--- src/rtl/radix4_deserializer_pkg.sv ---
// Shared constants and types for the radix-4 digit deserializer.
package radix4_pkg;

  localparam int unsigned DIGIT_W       = 2;
  localparam int unsigned DEFAULT_WIDTH = 1028;

  typedef enum logic [1:0] {
    IDLE,
    COLLECT,
    HOLD
  } state_e;

endpackage

--- src/rtl/radix4_deserializer_if.sv ---
// Digit-in / word-out handshake bundle for radix4_deserializer.
// slave: the deserializer. master: the producer/consumer side.
interface radix4_deserializer_if #(
  parameter int unsigned WIDTH = radix4_pkg::DEFAULT_WIDTH
);

  logic                            in_valid;
  logic [radix4_pkg::DIGIT_W-1:0]  in_digit;
  logic                            in_ready;
  logic [WIDTH-1:0]                out_number;
  logic                            out_valid;
  logic                            out_ready;

  modport master (
    output in_valid,
    output in_digit,
    output out_ready,
    input  in_ready,
    input  out_number,
    input  out_valid
  );

  modport slave (
    input  in_valid,
    input  in_digit,
    input  out_ready,
    output in_ready,
    output out_number,
    output out_valid
  );

endinterface

--- src/rtl/radix4_digit_counter.sv ---
// Saturating digit counter with synchronous clear. Flags the accept that
// completes the operand so the FSM can move to HOLD on the same edge.
module radix4_digit_counter #(
  parameter int unsigned NDIG  = 514,
  parameter int unsigned CNT_W = $clog2(NDIG + 1)
) (
  input  logic             clk,
  input  logic             restn,
  input  logic             clear,
  input  logic             inc,
  output logic [CNT_W-1:0] count,
  output logic             last
);

  localparam logic [CNT_W-1:0] CountMax  = CNT_W'(NDIG);
  localparam logic [CNT_W-1:0] CountLast = CNT_W'(NDIG - 1);

  logic [CNT_W-1:0] count_q;

  // Count accepted digits; clear wins, and the count parks at NDIG.
  always_ff @(posedge clk or negedge restn) begin
    if (!restn) begin
      count_q <= '0;
    end else if (clear) begin
      count_q <= '0;
    end else if (inc && (count_q != CountMax)) begin
      count_q <= count_q + CNT_W'(1);
    end
  end

  assign count = count_q;
  assign last  = inc && (count_q == CountLast);

endmodule

--- src/rtl/radix4_deserializer.sv ---
// Rebuilds a WIDTH-bit operand from a stream of 2-bit digits.
// Default build shifts digits in LSB-first (first digit lands at [1:0]).
// Define RADIX4_DESER_MSB_FIRST_EN to shift MSB-first instead.
// WIDTH must be even and at least 4.
module radix4_deserializer
  import radix4_pkg::*;
#(
  parameter  int unsigned WIDTH = DEFAULT_WIDTH,
  localparam int unsigned NDIG  = WIDTH / 2,
  localparam int unsigned CNT_W = $clog2(NDIG + 1)
) (
  input  logic                  clk,
  input  logic                  restn,
  input  logic                  start,
  radix4_deserializer_if.slave  bus,
  output logic                  busy,
  output logic [CNT_W-1:0]      digit_count
);

  state_e           state_q;
  logic [WIDTH-1:0] shreg_q;
  logic [WIDTH-1:0] shreg_d;
  logic             in_ready;
  logic             accept;
  logic             clear;
  logic             inc;
  logic             last;

  assign in_ready = (state_q == COLLECT);
  assign accept   = bus.in_valid && in_ready;
  // start re-arms from IDLE/COLLECT, but in HOLD only together with out_ready.
  assign clear    = start && ((state_q != HOLD) || bus.out_ready);
  // A digit arriving alongside start is dropped.
  assign inc      = accept && !start;

  radix4_digit_counter #(
    .NDIG  (NDIG),
    .CNT_W (CNT_W)
  ) u_counter (
    .clk   (clk),
    .restn (restn),
    .clear (clear),
    .inc   (inc),
    .count (digit_count),
    .last  (last)
  );

  // Next shift-register value for an accepted digit.
  always_comb begin
    shreg_d = shreg_q;
`ifdef RADIX4_DESER_MSB_FIRST_EN
    shreg_d = {shreg_q[WIDTH-3:0], bus.in_digit};
`else
    shreg_d = {bus.in_digit, shreg_q[WIDTH-1:2]};
`endif
  end

  // Operand shift register: cleared on (re)start, shifted on each accept.
  always_ff @(posedge clk or negedge restn) begin
    if (!restn) begin
      shreg_q <= '0;
    end else if (clear) begin
      shreg_q <= '0;
    end else if (inc) begin
      shreg_q <= shreg_d;
    end
  end

  // Collection FSM.
  always_ff @(posedge clk or negedge restn) begin
    if (!restn) begin
      state_q <= IDLE;
    end else begin
      unique case (state_q)
        IDLE: begin
          if (start) state_q <= COLLECT;
        end
        COLLECT: begin
          if (start)     state_q <= COLLECT;
          else if (last) state_q <= HOLD;
        end
        HOLD: begin
          if (bus.out_ready) state_q <= start ? COLLECT : IDLE;
        end
        default: state_q <= IDLE;
      endcase
    end
  end

  assign bus.in_ready   = in_ready;
  assign bus.out_valid  = (state_q == HOLD);
  assign bus.out_number = shreg_q;
  assign busy           = (state_q != IDLE);

endmodule

--- src/flat_wrapper.sv ---
// flat-port wrapper written by rule: the top's interface ports become plain ports
module radix4_deserializer_flat import radix4_pkg::*;
#(
  parameter  int unsigned WIDTH = DEFAULT_WIDTH,
  localparam int unsigned NDIG  = WIDTH / 2,
  localparam int unsigned CNT_W = $clog2(NDIG + 1)
)
  (clk, restn, start, busy, digit_count, bus_in_valid, bus_in_digit, bus_out_ready, bus_in_ready, bus_out_number, bus_out_valid);
  radix4_deserializer_if #(.WIDTH(WIDTH)) bus_i ();
  input  logic clk;
  input  logic restn;
  input  logic start;
  output logic busy;
  output logic [CNT_W-1:0] digit_count;
  input wire logic [$bits(bus_i.in_valid)-1:0] bus_in_valid;
  input wire logic [$bits(bus_i.in_digit)-1:0] bus_in_digit;
  input wire logic [$bits(bus_i.out_ready)-1:0] bus_out_ready;
  output wire logic [$bits(bus_i.in_ready)-1:0] bus_in_ready;
  output wire logic [$bits(bus_i.out_number)-1:0] bus_out_number;
  output wire logic [$bits(bus_i.out_valid)-1:0] bus_out_valid;
  assign bus_i.in_valid = bus_in_valid;
  assign bus_i.in_digit = bus_in_digit;
  assign bus_i.out_ready = bus_out_ready;
  assign bus_in_ready = bus_i.in_ready;
  assign bus_out_number = bus_i.out_number;
  assign bus_out_valid = bus_i.out_valid;
  radix4_deserializer #(.WIDTH(WIDTH)) u_core (.clk(clk), .restn(restn), .start(start), .bus(bus_i), .busy(busy), .digit_count(digit_count));
endmodule
--- config.mk ---
export PLATFORM = sky130hd
export DESIGN_NAME = radix4_deserializer_flat
export DESIGN_NICKNAME = d
export VERILOG_FILES = /design/src/rtl/radix4_deserializer_pkg.sv /design/src/rtl/radix4_deserializer_if.sv /design/src/rtl/radix4_digit_counter.sv /design/src/rtl/radix4_deserializer.sv /design/src/flat_wrapper.sv
export SDC_FILE = /design/constraint.sdc
export NUM_CORES = 2
export LEC_CHECK = 0
export ABC_AREA = 1
export BUFFER_PORTS_ARGS = -buffer_cell sky130_fd_sc_hd__buf_2
export CAP_MARGIN = 20
export CORE_AREA = 2 2 410 412
export CTS_CLUSTER_SIZE = 25
export DETAILED_ROUTE_END_ITERATION = 16
export DIE_AREA = 0 0 412 414
export MAX_ROUTING_LAYER = met4
export PLACE_DENSITY_LB_ADDON = 0.2
export RECOVER_POWER = 100
export SLEW_MARGIN = 20
export SYNTH_ARGS = -nofsm -noshare
export SYNTH_HDL_FRONTEND = slang
export SYNTH_SLANG_ARGS = --single-unit
--- constraint.sdc ---
create_clock -name clk -period 1.88 [get_ports clk]
set_input_delay 0.094 -clock clk [delete_from_list [all_inputs] [get_ports clk]]
set_output_delay 0.094 -clock clk [all_outputs]
set_load 0.03 [all_outputs]
Word level (Yosys, flattened, before mapping)
Index checks and enable logic that the tools add are counted.

Register bits: 1040. Logic and storage cells: 34. Output and inout bits: 1041.

Reduce and logical (&&, ||, !) cells: 12. Equal/unequal tests: 8. Multiplexer cells: 10. $add $sub $neg: 1.

Operators by type and width (count): $mux 1028 (2); $mux 10 (2); $add 10x1->10 const B (1); $eq 10x10->1 const B (1); $ne 10x10->1 const B (1); $mux 2 (4); $ne 2x2->1 const B (3); $pmux 2 s3 (1); $reduce_bool 2->1 (3); $logic_and 1x1->1 (5); $ne 3x3->1 const B (1); $reduce_and 3->1 (1); $eq 2x1->1 const B (1); $eq 2x2->1 const B (1); $logic_not 2->1 (1); $logic_not 1->1 (1); $logic_or 1x1->1 (1); $mux 1 (1).

Depth between registers and ports, before layout
Depth after elaboration: 7. Mapped depth: 13. Mapped depth without buffers: 9.

By module
From an unflattened synthesis, not the netlist that was laid out.

Cell total of the unflattened synthesis: 4627. Area total of the unflattened synthesis: 42055.3 um^2.

By module, submodules not included: radix4_deserializer (seq. area each 25774.7 um^2, instances 1, cells each 4536, area each 41378.4 um^2); radix4_digit_counter (seq. area each 250.2 um^2, instances 1, cells each 91, area each 676.9 um^2).

Worst setup path before layout
No wires, ideal clock.

Path type: register to register. Start: register u_core.state_q[1]. End: register u_core.shreg_q[317], in the netlist u_core.bus.out_number[317]. Setup time: 0.130 ns. Buffers on the path: 4. Data arrival time: 1.710 ns. Cell stages (with the launch flop): 13. Period minus slack after synthesis: 1.840 ns. Path slack: 0.040 ns. Cell sequence: dfrtp_1 -> nor2_2 -> nand2_1 -> inv_2 -> nand2_1 -> buf_6 -> nand2_4 -> inv_2 -> buf_6 -> buf_6 -> buf_6 -> nand2_1 -> o21ai_1.

Cells in the longest elaborated chain, start to end: 4.

RTL lines: start, declared (RTL line radix4_deserializer.sv:20) `state_e state_q;`; start signal, assigned (RTL line radix4_deserializer.sv:83) `if (bus.out_ready) state_q <= start ? COLLECT : IDLE;`; $eq 2x1->1 (RTL line radix4_deserializer.sv:29) `assign in_ready = (state_q == COLLECT);`; named net bus_in_ready (RTL line flat_wrapper.sv:18) `output wire logic [$bits(bus_i.in_ready)-1:0] bus_in_ready;`; $logic_and 1x1->1 (RTL line radix4_deserializer.sv:30) `assign accept = bus.in_valid && in_ready;`; $logic_and 1x1->1 (RTL line radix4_deserializer.sv:34) `assign inc = accept && !start;`; $reduce_bool 2->1 (no line); end signal, assigned (RTL line radix4_deserializer.sv:65) `shreg_q <= shreg_d;`; end, declared (RTL line radix4_deserializer.sv:21) `logic [WIDTH-1:0] shreg_q;`.

The timed path passes the listed nets, and every way through them passes these cells. A chain may end at the register's enable or synchronous reset.

Worst setup path in the final report
Start: register u_core.state_q[0]. End: register u_core.state_q[0].

Cells in the longest elaborated chain, start to end: 6.

RTL lines: $eq 2x1->1 (RTL line radix4_deserializer.sv:29, radix4_deserializer.sv:74); $logic_and 1x1->1 (RTL line radix4_deserializer.sv:30); $logic_and 1x1->1 (RTL line radix4_deserializer.sv:34); $logic_and 1x1->1 (RTL line radix4_digit_counter.sv:32) `assign last = inc && (count_q == CountLast);`; $ne 3x3->1 (no line); $reduce_and 3->1 (no line).

Parallel ways exist; a longest one is shown, timed or not.

==> results.toml <==
[clock_tree]
cts_sinks = 1040
htreeDepth = 3
clk_pin_slew_worst_paths_ps = 60
cts_buffer_depth = 3
cts_tree = "built"
cts-root-buf = "clkbuf_16"
clk_latency_ps = 760
cts_buffers = 118

[timing]
tightestPinTransition_ps = 1244
setup_ws_ps = 59.36
fin_tns_setup_ps = 0
fin_worst_skew_ps = 51.41
finalMaxSlewViolations = 0
relSlewSlack = 0.1708
setup_viol = 0
rsz0062_at_grt = "true"
finalCritPeriodShare = 0.9684
fmax_mhz = 549.3
fin_crit_ps = 1821
final-hold-violation-count = 0

[power]
pwr-share-comb = 0.127
swShare = 0.2765
leakage_nw = 21.47
switchingPower_mw = 14.62
peakVddDrop_mv = 0.8061
power.density_nw_per_um2 = 1041
p_seq_frac = 0.425
clockPowerShare = 0.447
power.internal_mw = 38.26

[setup_path]
cp.required_ps = 2570
arrival_ps = 2510
cp-end-kind = "flip-flop"
cp-start-kind = "flip-flop"
critPathMaxFanout = 4
path_class = "reg2reg"

[yosys]
yosysTopAreaCell = "dfrtp_1"
synthTopCellsByArea = "dfrtp_1 67%, o22ai_1 8.5%, nand2_1 5.3%"
syn_inst = 3740
synth_seq_cells = 1040
netlist.area_leader.share = 0.6691
ys_seq_area_frac = 0.6691
synth_nets = 3750
avgSynthCellArea_um2 = 10.40
netlist-cell-type-count = 22
syn_area_um2 = 38890
synth_warnings = 0

[finish]
fin_area_um2 = 50820
area_growth_pct = 30.65
fillers = 17976
layout_commonest_cell = "dfrtp_1"
layout.nets = 4829
final_cell_mix = "1040 x dfrtp_1, 1030 x clkbuf_1, 546 x nand2_1, 541 x inv_1, 525 x o22ai_1"
drive_gt1_frac = 0.08828

[route]
detail_route.wl_per_cell_um = 21.06
drt_iter0_drc = 2354
antenna_left = 0
dr_total_vias = 31716
via_per_inst = 4.453
totalWireLength_um = 150000
drc = 0
drtPass1Iterations = 8

[place]
portBuffers = 1047
gp_congestion = 0.8493
placed_area_um2 = 47560
hpwl_um = 107200
dp_slack_ps = 33.66

[outcome]
status = "finished clean"

[global_routing]
grt_pass1_wl_um = 212900
grt_antenna_before_repair = 3
grt_max_degree = 121
first_global_vias = 31173
grt_usage = 0.1694
overflow = 0

[job]
cap_viol_max_count = 0

[floorplanning]
design.core.area_um2 = 166300
row_count = 150
die_area_um2 = 170600
die_height_um = 414
dieWidth_um = 412
pin_count = 1048
start_util = 0.2339

[worst_hold_path]
hold_class = "in2reg"
critical path: stages (launching register included):
cell and delay, ps:
dfrtp_1 360, inv_2 60, nand3b_1 160, o21ai_1 120
or2_2 300, nand2_1 90, nand2_1 60, dlygate4sd3_1 550
nand2_1 60
cell usage after synthesis (all sizes together):
cell type / number
nand3: 260
dfrtp: 1040
nand2: 550
nor3b: 1
ha: 3
nor2: 17
inv: 545
clkbuf: 91
o22ai: 526
buf: 192
o21ai: 505
or2: 1
xor2: 3
nand4: 5
nand3b: 1
state kept, by name, indices dropped and copies added, names as in the netlist:
signal	cells
u_core.u_counter.count	10
u_core.bus.out_number	1028
u_core.state_q	2
repair_timing:
action,CTS,global route
pin swaps,0,3
endpoints found under the setup margin,1,408
endpoints found under the hold margin,1062,0
gates resized for setup,1,41
hold buffers,8,0
cloned,0,13
setup buffers,0,11
final cells by class:
cell class / instances / area (µm²) / area share
Antenna cell: 2 / 5.005 / 0.00009849
Tap cell: 2204 / 2758 / 0.05427
Clock inverter: 38 / 483.0 / 0.009504
Multi-Input combinational cell: 1872 / 9420 / 0.1854
Inverter: 545 / 2088 / 0.04109
Timing Repair Buffer: 1242 / 6535 / 0.1286
Sequential cell: 1040 / 26030 / 0.5121
Clock buffer: 179 / 3503 / 0.06894
kinds of logic (layout without fill, tap and decap cells):
group	count (synthesis)	count (layout)	share of synthesized area
buffers and inverters	828	2004	0.08975
adders and majority gates	3	3	0.0009652
DFF	1040	1040	0.6691
AOI/OAI and AO/OA	1031	1031	0.1496
xor gates and xnor gates	3	3	0.0006757
other	0	2	0
and+or+nand+nor	835	835	0.08991
path summary, 6_finish.rpt:
| path | endpoint | slack, ps | cells after the start | startpoint |
|---|---|---|---|---|
| min reg2reg | u_core.bus.out_number[0] | 480 | 2 | u_core.bus.out_number[0] |
| min | u_core.bus.out_number[1027] | 110 | 4 | bus_in_digit[1] |
| max | u_core.state_q[0] | 60 | 8 | u_core.state_q[0] |
| max reg2reg | u_core.state_q[0] | 60 | 8 | u_core.state_q[0] |
| max in group asynchronous | u_core.bus.out_number[950] | 150 | 3 | restn |
| min in group asynchronous | u_core.bus.out_number[5] | 740 | 3 | restn |
power groups by stage:
stage | logic (mW) | clock network [mW] | registers (mW)
2_1_floorplan | 3.46 | 0 | 22.9
6_report | 6.74 | 23.7 | 22.5
3_3_place_gp | 6.18 | 0 | 22.9
5_1_grt | 7.31 | 25.3 | 22.5
3_5_place_dp | 6.14 | 0 | 22.9
4_1_cts | 6.20 | 24.4 | 22.5
metrics by stage:
step,hold WS (ps),power (mW),utilization,cells
floorplan,-201.6,26.40,-,3740
global placement,307.0,29.08,0.2860,6871
detailed placement,317.8,29.04,0.2860,6871
CTS,22.70,53.09,0.3105,7096
global route,92.16,55.08,0.3056,7120
finish,111.1,52.89,0.3056,7122
routing by layer:
layer	GRT usage	up-vias	routed length [µm]
li1	-	14720	-
met4	0.06285	0	5724
met1	0.1983	15787	60190
met2	0.2758	992	72920
met5	-	-	0
met3	0.04761	217	11120
Note: power is estimated with default switching activity, not from simulation.
